## src/rtl/mel_vector_serializer.sv

```systemverilog
// mel_vector_serializer
//   Captures a parallel frame of NUM_BANKS mel-bank dB energies into a
//   two-entry ping-pong store. It then streams each frame out one word per
//   handshake, in capture order and in bank order 0..NUM_BANKS-1.
//
// Ports
//   clk          rising-edge clock
//   reset        asynchronous, active-low reset
//   in[]         parallel frame, element 0 = lowest-frequency bank
//   s_valid      in[] holds a complete frame
//   s_ready      a frame can be captured this cycle (registered)
//   out          current serialized energy word
//   m_index      bank index of out
//   m_last       out is the final bank of its frame
//   m_valid      out/m_index/m_last are valid
//   m_ready      downstream accepts the current word
//   frame_count  frames fully emitted since reset (wraps)
module mel_vector_serializer #(
    parameter int unsigned NUM_BANKS = 40,
    parameter int unsigned DATA_W    = 16
) (
    input  logic              clk,
    input  logic              reset,
    input  logic [DATA_W-1:0] in [NUM_BANKS],
    input  logic              s_valid,
    output logic              s_ready,
    output logic [DATA_W-1:0] out,
    output logic [5:0]        m_index,
    output logic              m_last,
    output logic              m_valid,
    input  logic              m_ready,
    output logic [15:0]       frame_count
);

    localparam int unsigned IDX_W = 6;
    localparam int unsigned CNT_W = 16;
    localparam logic [IDX_W-1:0] LAST_IDX = IDX_W'(NUM_BANKS - 1);

    typedef enum logic {
        IDLE   = 1'b0,
        STREAM = 1'b1
    } state_t;

    state_t state;
    state_t state_d;

    // Ping-pong frame store; contents carry no reset, only occupancy does.
    logic [DATA_W-1:0] mem [2][NUM_BANKS];

    logic [1:0]        full;
    logic [1:0]        full_d;
    logic              wr_ptr;
    logic              rd_ptr;
    logic              nx_ptr;
    logic              capture;
    logic              last_hs;
    logic              s_ready_d;
    logic [IDX_W-1:0]  idx_inc;

    logic [DATA_W-1:0] out_d;
    logic [IDX_W-1:0]  idx_d;
    logic              last_d;
    logic              valid_d;

    assign capture = s_valid & s_ready;
    assign last_hs = m_valid & m_ready & m_last;
    assign nx_ptr  = ~rd_ptr;
    assign idx_inc = m_index + IDX_W'(1);

    // Occupancy next state: release and capture on one edge both apply.
    // With one buffer full, wr_ptr always names the other one, so the two
    // updates never touch the same bit.
    always_comb begin
        full_d = full;
        if (last_hs) begin
            full_d[rd_ptr] = 1'b0;
        end
        if (capture) begin
            full_d[wr_ptr] = 1'b1;
        end
        s_ready_d = (full_d != 2'b11);
    end

    // Occupancy, FIFO pointers and s_ready. s_ready is low during reset
    // and first rises on the first edge after release, so it also acts as
    // the ready-enable flag.
    always_ff @(posedge clk or negedge reset) begin
        if (!reset) begin
            full    <= 2'b00;
            wr_ptr  <= 1'b0;
            rd_ptr  <= 1'b0;
            s_ready <= 1'b0;
        end else begin
            full    <= full_d;
            s_ready <= s_ready_d;
            if (capture) begin
                wr_ptr <= ~wr_ptr;
            end
            if (last_hs) begin
                rd_ptr <= ~rd_ptr;
            end
        end
    end

    // Frame capture into the free buffer.
    always_ff @(posedge clk) begin
        if (capture) begin
            for (int unsigned k = 0; k < NUM_BANKS; k++) begin
                mem[wr_ptr][k] <= in[k];
            end
        end
    end

    // Output FSM state register.
    always_ff @(posedge clk or negedge reset) begin
        if (!reset) begin
            state <= IDLE;
        end else begin
            state <= state_d;
        end
    end

    // Output FSM next state and next output word. A frame arriving while
    // nothing else is queued bypasses the store straight into the output
    // register. This gives one-cycle latency from idle and no bubble
    // between frames.
    always_comb begin
        state_d = state;
        out_d   = out;
        idx_d   = m_index;
        last_d  = m_last;
        valid_d = m_valid;
        unique case (state)
            IDLE: begin
                if (capture) begin
                    state_d = STREAM;
                    out_d   = in[0];
                    idx_d   = '0;
                    last_d  = (LAST_IDX == '0);
                    valid_d = 1'b1;
                end
            end
            STREAM: begin
                if (m_ready) begin
                    if (m_last) begin
                        if (full[nx_ptr]) begin
                            out_d  = mem[nx_ptr][0];
                            idx_d  = '0;
                            last_d = (LAST_IDX == '0);
                        end else if (capture) begin
                            out_d  = in[0];
                            idx_d  = '0;
                            last_d = (LAST_IDX == '0);
                        end else begin
                            state_d = IDLE;
                            out_d   = '0;
                            idx_d   = '0;
                            last_d  = 1'b0;
                            valid_d = 1'b0;
                        end
                    end else begin
                        out_d  = mem[rd_ptr][idx_inc];
                        idx_d  = idx_inc;
                        last_d = (idx_inc == LAST_IDX);
                    end
                end
            end
            default: begin
                state_d = IDLE;
            end
        endcase
    end

    // Registered output word, index, flags and completed-frame counter.
    always_ff @(posedge clk or negedge reset) begin
        if (!reset) begin
            out         <= '0;
            m_index     <= '0;
            m_last      <= 1'b0;
            m_valid     <= 1'b0;
            frame_count <= '0;
        end else begin
            out     <= out_d;
            m_index <= idx_d;
            m_last  <= last_d;
            m_valid <= valid_d;
            if (last_hs) begin
                frame_count <= frame_count + CNT_W'(1);
            end
        end
    end

    // Structural invariants of the output stream and the store.
    a_last_consistent: assert property (@(posedge clk) disable iff (!reset)
        m_last == (m_valid && (m_index == LAST_IDX)));
    a_idle_zero: assert property (@(posedge clk) disable iff (!reset)
        !m_valid |-> ((out == '0) && (m_index == '0)));
    a_no_overwrite: assert property (@(posedge clk) disable iff (!reset)
        capture |-> !full[wr_ptr]);

endmodule

```

## config.mk

```make
export PLATFORM = sky130hd
export DESIGN_NAME = mel_vector_serializer
export DESIGN_NICKNAME = d
export VERILOG_FILES = /design/src/rtl/mel_vector_serializer.sv
export SDC_FILE = /design/constraint.sdc
export NUM_CORES = 1
export LEC_CHECK = 0
export CORE_MARGIN = 2
export CORE_UTILIZATION = 45
export CTS_CLUSTER_DIAMETER = 50
export CTS_CLUSTER_SIZE = 16
export DETAILED_ROUTE_END_ITERATION = 8
export MAX_ROUTING_LAYER = met4
export PLACE_DENSITY_LB_ADDON = 0.1
export SLEW_MARGIN = 20
export SYNTH_ARGS = -nofsm -noshare
export SYNTH_HDL_FRONTEND = slang
export SYNTH_SLANG_ARGS = --single-unit
```

## constraint.sdc

```tcl
create_clock -name clk -period 40.5 [get_ports clk]
set_input_delay 12.15 -clock clk [delete_from_list [all_inputs] [get_ports clk]]
set_output_delay 12.15 -clock clk [all_outputs]
set_load 0.05 [all_outputs]
```

Word level (Yosys, flattened, before mapping). Memories as Yosys holds them, arrays and structs flattened. Cells that the tools add are included.

ROM bits: 0. Bits in latches: 0. Register bits: 46. RAM bits: 1280. Memories kept: 1.

Memory list: mem (words 2, bits a word 640, rd ports 2, clocked after Yosys merged registers in 0, wr ports 1, RTL line 48) `logic [DATA_W-1:0] mem [2][NUM_BANKS];`.

Add/subtract/negate cells: 2. Divide/modulo/power cells: 0. Bitwise logic cells: 10. Reduce and logical (&&, ||, !) cells: 4. $mul: 0. Magnitude comparators: 6. Shift operators: 0. Equality and inequality tests: 7. Mux-type cells: 37.

Operators by type and width (count): 2-to-1 mux 16 bit (7); binary-select mux 16 bit (select 6 bit) (1); case mux 16 bit (2 select lines) (1); 2-to-1 mux 6 bit (3); 2-to-1 mux 1 bit (17); adder 16 x 1 -> 16 bit, second input constant (1); inequality test 2 bit, second input constant (6); case mux 6 bit (2 select lines) (1); greater-or-equal comparator 7 bit, second input constant (1); inverter 6 -> 7 bit (1); adder 6 x 1 -> 6 bit, second input constant (1); == test 6 bit, second input constant (1); less-than comparator 1 x 2 -> 1 bit, second input constant (3); case mux 1 bit (2 select lines) (3); AND reduction 5 bit (1); 2-to-1 mux 2 bit (2); bitwise AND 1 bit (3); inverter 1 bit (3); bitwise AND 2 bit (1); demux 1 bit (select 1 bit) (2); greater-or-equal comparator 1 bit, second input constant (2); logical AND 1 bit (2); inverter 2 bit (1); OR 2 bit (1); AND reduction 2 bit (1).

Longest topological paths before layout. Gate-level depths: netlist (run 1).

Word-level depth: 10. Depth in mapped cells: 17. Gate-level depth less buffers: 8.

Worst setup path before layout (run 1). Ideal clock, no wire load.

Kind: input port to flip-flop. From: in s_valid. To: mem mem[0][0] (netlist name) (enable). Cell stages on the path: 2. Path slack: 0.050 ns. Buffers on the path: 0. Data required time: 38.836 ns. Arrival: 38.787 ns. Cell sequence: nand2_1 > nor2_1.

Word-level cells in the longest chain between the ends: 3.

RTL lines: start: declaration (RTL line 25) `input logic s_valid,`; bitwise AND 1 bit (RTL line 65) `assign capture = s_valid & s_ready;`; 2-to-1 mux 1 bit (RTL line 107) `if (capture) begin`; 2-to-1 mux 1 bit (not written as such) (RTL line 109) `mem[wr_ptr][k] <= in[k];`; end: declaration (RTL line 48).

Every way passes these cells.

Final worst setup path (run 1).
From: in s_valid. To: mem mem[0][249] (netlist name) (enable).

The elaborated chain is that of the path after synthesis.

==> run_results.csv, run 1 <==
group,metric,value,unit
outcome,status,"finished, final reports clean",
routing,drtIter0Drc,2472,
routing,wl_per_cell,29.35,um
final_layout,most-common-layout-cells,"edfxtp_1 (1280), clkdlybuf4s50_1 (683), mux4_2 (291)",
critical_path,cp_max_fo,102,
clock_tree,clock_latency,750,ps
critical_path,r2r.worst_path.cells,12,
sta,fin_crit,16440,ps
global_route,grt_max_degree,188,
routing,avgViaCountPerCell,5.653,
logic_synthesis,ys_types,58,
global_route,grt_pass1_wl,200600,um
clock_tree,clock-root-buffer,"clkbuf_16",
critical_path,arrival,16800,ps
floorplanning,dieArea,118100,um2
logic_synthesis,yosysSeqAreaShare,76.25,%
critical_path,start_kind,"input pin",
power_and_ir_drop,powerDensity,60.44,nW/um2
sta,setup_tns,0,ps
power_and_ir_drop,p_total,3.944,mW
min_path,hold_start,"frame_count[15]",
power_and_ir_drop,switching_share,30.46,%
final_layout,area_growth,25.67,%
clock_tree,h-tree-depth,4,
placement,port_buffers,684,
sta,tightest_slew,1352,ps
sta,finalWorstSetupSlack,24060,ps
sta,grt_setup_unrepaired,"false",
global_route,track_usage,24.80,%
power_and_ir_drop,ir_drop,0.05876,mV
critical_path,required,40860,ps
clock_tree,clock-sinks,1326,
critical_path,rr_startpoint,"m_index[0]",
critical_path,r2r-end,"out[6]",
min_path,hold_end,"frame_count[15]",
routing,wl_met2,73850,um
critical_path,crit_path_end_kind,"register",
logic_synthesis,ys_ff_latch,1326,
critical_path,max_stage_delay,890,ps
clock_tree,numCtsBuffers,139,
sta,fmax,60.83,MHz
logic_synthesis,synth_area,51920,um2
routing,drc,0,
sta,hold_violations,0,
final_layout,fin_area,65250,um2
power_and_ir_drop,comb_power_share,24.4,%
routing,vias,27610,
floorplanning,ioPinCount,685,
power_and_ir_drop,p_switching,1.201,mW
floorplanning,start_util,45.41,%
logic_synthesis,synth-main-ff-cell,"edfxtp_1",
logic_synthesis,synth-edff-count,1280,
final_layout,fin_nets,3846,
power_and_ir_drop,seqPwrFrac,43.4,%
routing,wl_met3,11620,um
routing,wirelength,143300,um
min_path,hold_class,"reg2reg",
min_path,hold-path-cell-count,1,
critical_path,slowest_stage,"buf_4",
flow_run,cap_viol_max_count,0,
final_layout,drive_gt1_share,17.79,%
global_route,grt_pass1_vias,29060,
final_layout,final_common_cell,"edfxtp_1",
placement,place.gp.congestion,0.8235,
floorplanning,core,114300,um2
floorplanning,core.rowCount,124,
critical_path,critical_path_class,"in2reg",
clock_tree,clockBufferDepth,3,
power_and_ir_drop,p_int,2.742,mW
sta,fin_skew,27.33,ps
critical_path,critPathMostFrequentCell,"buf_4",
sta,max-slew-margin-rel,9.893,%
placement,placedInstanceArea,60400,um2
sta,setup_viol,0,
clock_tree,cts_hold_buf,0,
power_and_ir_drop,p_clk_share,32.2,%
global_route,antenna_found_initial,75,
floorplanning,dieWidth,343.7,um
clock_tree,cts.repair.resized,0,
routing,drt-met1-wl,54690,um
global_route,overflow,0,
placement,post-place-ws,23340,ps
logic_synthesis,syn_avg_cell_area,20.89,um2
critical_path,cp_cell_sequence,"clkdlybuf4s50_1, nand2_1, nor2_4, buf_4, buf_12, buf_16, buf_4, buf_4",
sta,period_share,40.59,%
routing,drtPass1Iterations,7,
floorplanning,fp.dieH,343.7,um
logic_synthesis,syn_nets,3132,
logic_synthesis,yosys_warnings,0,
logic_synthesis,syn_inst,2485,
critical_path,r2r_slack,34430,ps
logic_synthesis,postSynth.asyncResetShare,3.469,%
power_and_ir_drop,p_leak,20.85,nW
clock_tree,cts_tree,"built",
clock_tree,clkTransAtPathRegs,60,ps
placement,place_hpwl,98610,um
routing,ant_nets,0,
sta,slew_viol_final,0,
routing,top_layer,"met4",
clock_tree,post-cts-setup-buffer-count,0,
-- worst max-delay path, delay by kind of cell --
family | cells | cell delay (ps)
AND/OR/NAND/NOR | 2 | 330
buffers and inverters | 6 | 4100
-- layer usage --
layer / GRT usage (%) / vias up
met5: - / -
met4: 7.069 / 0
met3: 6.366 / 200
met2: 40.94 / 997
met1: 30.33 / 14410
li1: - / 12000
-- synth_stat cells, types with 7 or more instances --
master    number  share of area, %
a21oi_1       26              0.25
o21ai_0       20              0.19
clkbuf_1      68              0.49
a31oi_1       14              0.17
xor2_1         7              0.12
a211oi_1      56              0.81
nor3_1        34              0.33
and2_1        11              0.13
nand4_1       21              0.25
nor2b_1       18              0.22
nand3_1       74              0.71
buf_4         19              0.27
o21ai_1       18              0.17
nor2_1        45              0.33
o211ai_1       7              0.10
buf_1          7             0.051
buf_6         10              0.22
o221ai_1       8              0.13
mux2_2         8              0.17
or4_1          9              0.13
o41ai_1        7              0.12
nand2_1       65              0.47
mux4_2       291                13
a221oi_1      13              0.22
buf_2         51              0.49
xnor2_1       14              0.24
edfxtp_1    1280                74
a22o_1        19              0.32
dfrtp_1       46               2.2
o41a_1         7              0.15
mux2i_1      152               2.9
a41oi_1        7              0.12
-- metrics by stage --
stage	std cells	utilization, %	hold slack (ps)
finish	4883	57.06	476.9
global placement	4567	52.82	454.9
detailed placement	4567	52.82	463.1
global route	4876	57.05	511.9
CTS	4819	56.86	475.0
floorplan	2485	-	469.2
-- cells by family after synthesis --
| logic type | after synthesis | synth area share (%) |
|---|---|---|
| compound gates | 231 | 3.261 |
| fa+ha+maj | 3 | 0.07230 |
| simple gates | 290 | 2.730 |
| buf+inv | 162 | 1.576 |
| mux | 451 | 15.73 |
| xor+xnor | 22 | 0.3856 |
| flops | 1326 | 76.25 |
-- layout make-up --
cell class                      count  area, um2
Fill cell                        8540      49100
Sequential cell                  1326      39600
Multi-Input combinational cell    997      11640
Timing Repair Buffer              728       7330
Clock buffer                      158       3720
Tap cell                         1512       1892
Clock inverter                     94      895.9
Antenna cell                       61      152.6
Inverter                            7      26.28
-- power by group through the flow --
stage                     Clock, mW  Sequential (mW)  Combinational, mW
after floorplan                   0             1.89              0.514
final                          1.27             1.71              0.963
after global routing           1.35             1.72               1.02
after global placement            0             1.73              0.961
after detailed placement          0             1.74              0.972
after CTS                      1.30             1.71              0.976
-- flip-flops by register name, summed over array words and instances (netlist names) --
signal and flops:
m_valid 1, full 2, s_ready 1, frame_count 16
m_last 1, out 16, mem 1280, rd_ptr 1
wr_ptr 1, state 1, m_index 6
-- how the worst max path moves through the flow --
stage | start | to | slack, ps | depth (start not counted)
floorplan | s_valid | mem[0][0] | 50 | 2
global placement | s_valid | mem[0][0] | 23540 | 7
detailed placement | s_valid | mem[0][193] | 23340 | 7
CTS | s_valid | mem[0][217] | 24100 | 7
global route | s_valid | mem[0][0] | 23780 | 8
finish | s_valid | mem[0][249] | 24060 | 8
No activity file was read; power rests on OpenSTA's default activity.
==> run 2, diff against run 1 <==
clock period = 13.9 ns   (was 40.5 ns; I/O delays follow)
==> run 2 against run 1 <==
Compared with the run above: setup slack got worse by 17000 ps; combinational power grew to 2.9 times the previous value; final area is 0.11% higher; register-to-register slack got worse by 26000 ps; die area stayed put; non-clock buffer count up 3.
==> run_results.csv, run 2 (synthesis results as in run 1) <==
group,metric,value,unit
outcome,status,"finished, final reports clean",
power_and_ir_drop,p_switching,3.475,mW
power_and_ir_drop,p_int,8.144,mW
sta,slew_viol_final,0,
global_route,antenna_found_initial,48,
critical_path,cp_num_cells,4,
floorplanning,ioPinCount,685,
global_route,overflow,0,
placement,placedInstanceArea,60440,um2
global_route,track_usage,24.95,%
critical_path,startpoint,"s_valid",
critical_path,start_kind,"input pin",
final_layout,most-common-layout-cells,"edfxtp_1 (1280), clkdlybuf4s50_1 (683), mux4_2 (291)",
global_route,grt_pass1_wl,201500,um
floorplanning,dieWidth,343.7,um
power_and_ir_drop,powerDensity,177.9,nW/um2
critical_path,cp_max_fo,172,
critical_path,cp_cell_sequence,"clkdlybuf4s50_1, and3_4, buf_12, buf_4",
final_layout,fin_nets,3847,
critical_path,arrival,7580,ps
routing,wl_per_cell,29.36,um
placement,place_hpwl,99910,um
final_layout,fin_area,65320,um2
final_layout,layout.area.seq,39600,um2
power_and_ir_drop,switching_share,29.91,%
clock_tree,numCtsBuffers,137,
final_layout,largest_register,"mem",
power_and_ir_drop,p_clk_share,33.0,%
sta,period_share,52.00,%
min_path,hold_class,"reg2reg",
routing,avgViaCountPerCell,5.670,
critical_path,slowest_stage,"buf_4",
clock_tree,post-cts-setup-buffer-count,0,
critical_path,required,14260,ps
routing,drtIter0Drc,2754,
global_route,grt_pass1_vias,28950,
final_layout,area_growth,25.81,%
sta,hold_violations,0,
routing,wirelength,143100,um
floorplanning,dieArea,118100,um2
final_layout,instances_no_fill,4872,
clock_tree,cts.repair.resized,0,
clock_tree,clockBufferDepth,3,
clock_tree,clock_latency,740,ps
final_layout,largest_reg_flops,1280,
critical_path,max_stage_delay,890,ps
sta,grt_setup_unrepaired,"false",
routing,ant_nets,0,
critical_path,r2r.worst_path.cells,10,
sta,fin_skew,27.65,ps
critical_path,worst-path-buf-inv,3,
clock_tree,clock-sinks,1326,
placement,dp.cells,4573,
final_layout,multiInputGateArea,11670,um2
final_layout,top_regs,"mem x1280, frame_count x16, out x16",
critical_path,rr_startpoint,"m_index[0]",
floorplanning,start_util,45.41,%
routing,drc,0,
clock_tree,cts_hold_buf,0,
power_and_ir_drop,ir_drop,0.1162,mV
sta,setup_tns,0,ps
clock_tree,cts_tree,"built",
clock_tree,clock-root-buffer,"clkbuf_16",
sta,finalWorstSetupSlack,6672,ps
sta,tightest_slew,1137,ps
sta,hold_ws,495.0,ps
critical_path,crit_path_end_kind,"register",
power_and_ir_drop,comb_power_share,24.1,%
placement,port_buffers,684,
critical_path,r2r_slack,8690,ps
final_layout,final_common_cell,"edfxtp_1",
min_path,hold-path-cell-count,1,
routing,drtPass1Iterations,7,
floorplanning,fp.dieH,343.7,um
sta,max-slew-margin-rel,24.21,%
sta,setup_viol,0,
final_layout,fillers,8486,
final_layout,drive_gt1_share,18.00,%
global_route,grt_max_degree,173,
sta,fmax,138.3,MHz
clock_tree,h-tree-depth,4,
min_path,hold_start,"frame_count[7]",
flow_run,cap_viol_max_count,0,
placement,post-place-ws,5991,ps
placement,place.gp.congestion,0.8338,
floorplanning,core,114300,um2
critical_path,critical_path_class,"in2reg",
sta,fin_crit,7228,ps
critical_path,critPathTopFamily,"buffers and inverters",
floorplanning,core.rowCount,124,
routing,vias,27620,
clock_tree,clkTransAtPathRegs,60,ps
power_and_ir_drop,p_leak,20.91,nW
power_and_ir_drop,seqPwrFrac,42.9,%
[run 2: per-stage QoR]
stage / total power, mW / utilization, %
after CTS: 11.73 / 57.01
final: 11.62 / 57.13
after global routing: 12.04 / 57.11
after global placement: 7.832 / 52.86
after floorplan: 6.769 / -
after detailed placement: 7.893 / 52.86
[run 2: cell type report]
type | instances | share of cell area [%]
Timing Repair Buffer | 731 | 11.13
Tap cell | 1512 | 2.896
Clock inverter | 100 | 1.747
Inverter | 7 | 0.04023
Antenna cell | 48 | 0.1839
Clock buffer | 151 | 5.524
Sequential cell | 1326 | 60.62
Multi-Input combinational cell | 997 | 17.86
[run 2: path summary, 6_finish.rpt]
kind,endpoint
min,frame_count[7]
max in group asynchronous,m_index[0]
max reg2reg,out[0]
max,mem[1][547]
min reg2reg,frame_count[7]
min in group asynchronous,frame_count[2]
[run 2: power by group through the flow]
stage	clock (mW)	combinational [mW]	sequential (mW)
final	3.84	2.80	4.98
after global routing	4.07	2.95	5.01
after CTS	3.91	2.84	4.98
after detailed placement	0	2.83	5.07
after global placement	0	2.79	5.04
after floorplan	0	1.50	5.27
[run 2: per-layer routing]
layer / track usage, % / wire length [um] / up-vias
met5: - / 0 / -
met2: 40.43 / 72790 / 1023
li1: - / - / 11970
met1: 31.11 / 55840 / 14430
met3: 5.664 / 10470 / 207
met4: 8.497 / 3950 / 0
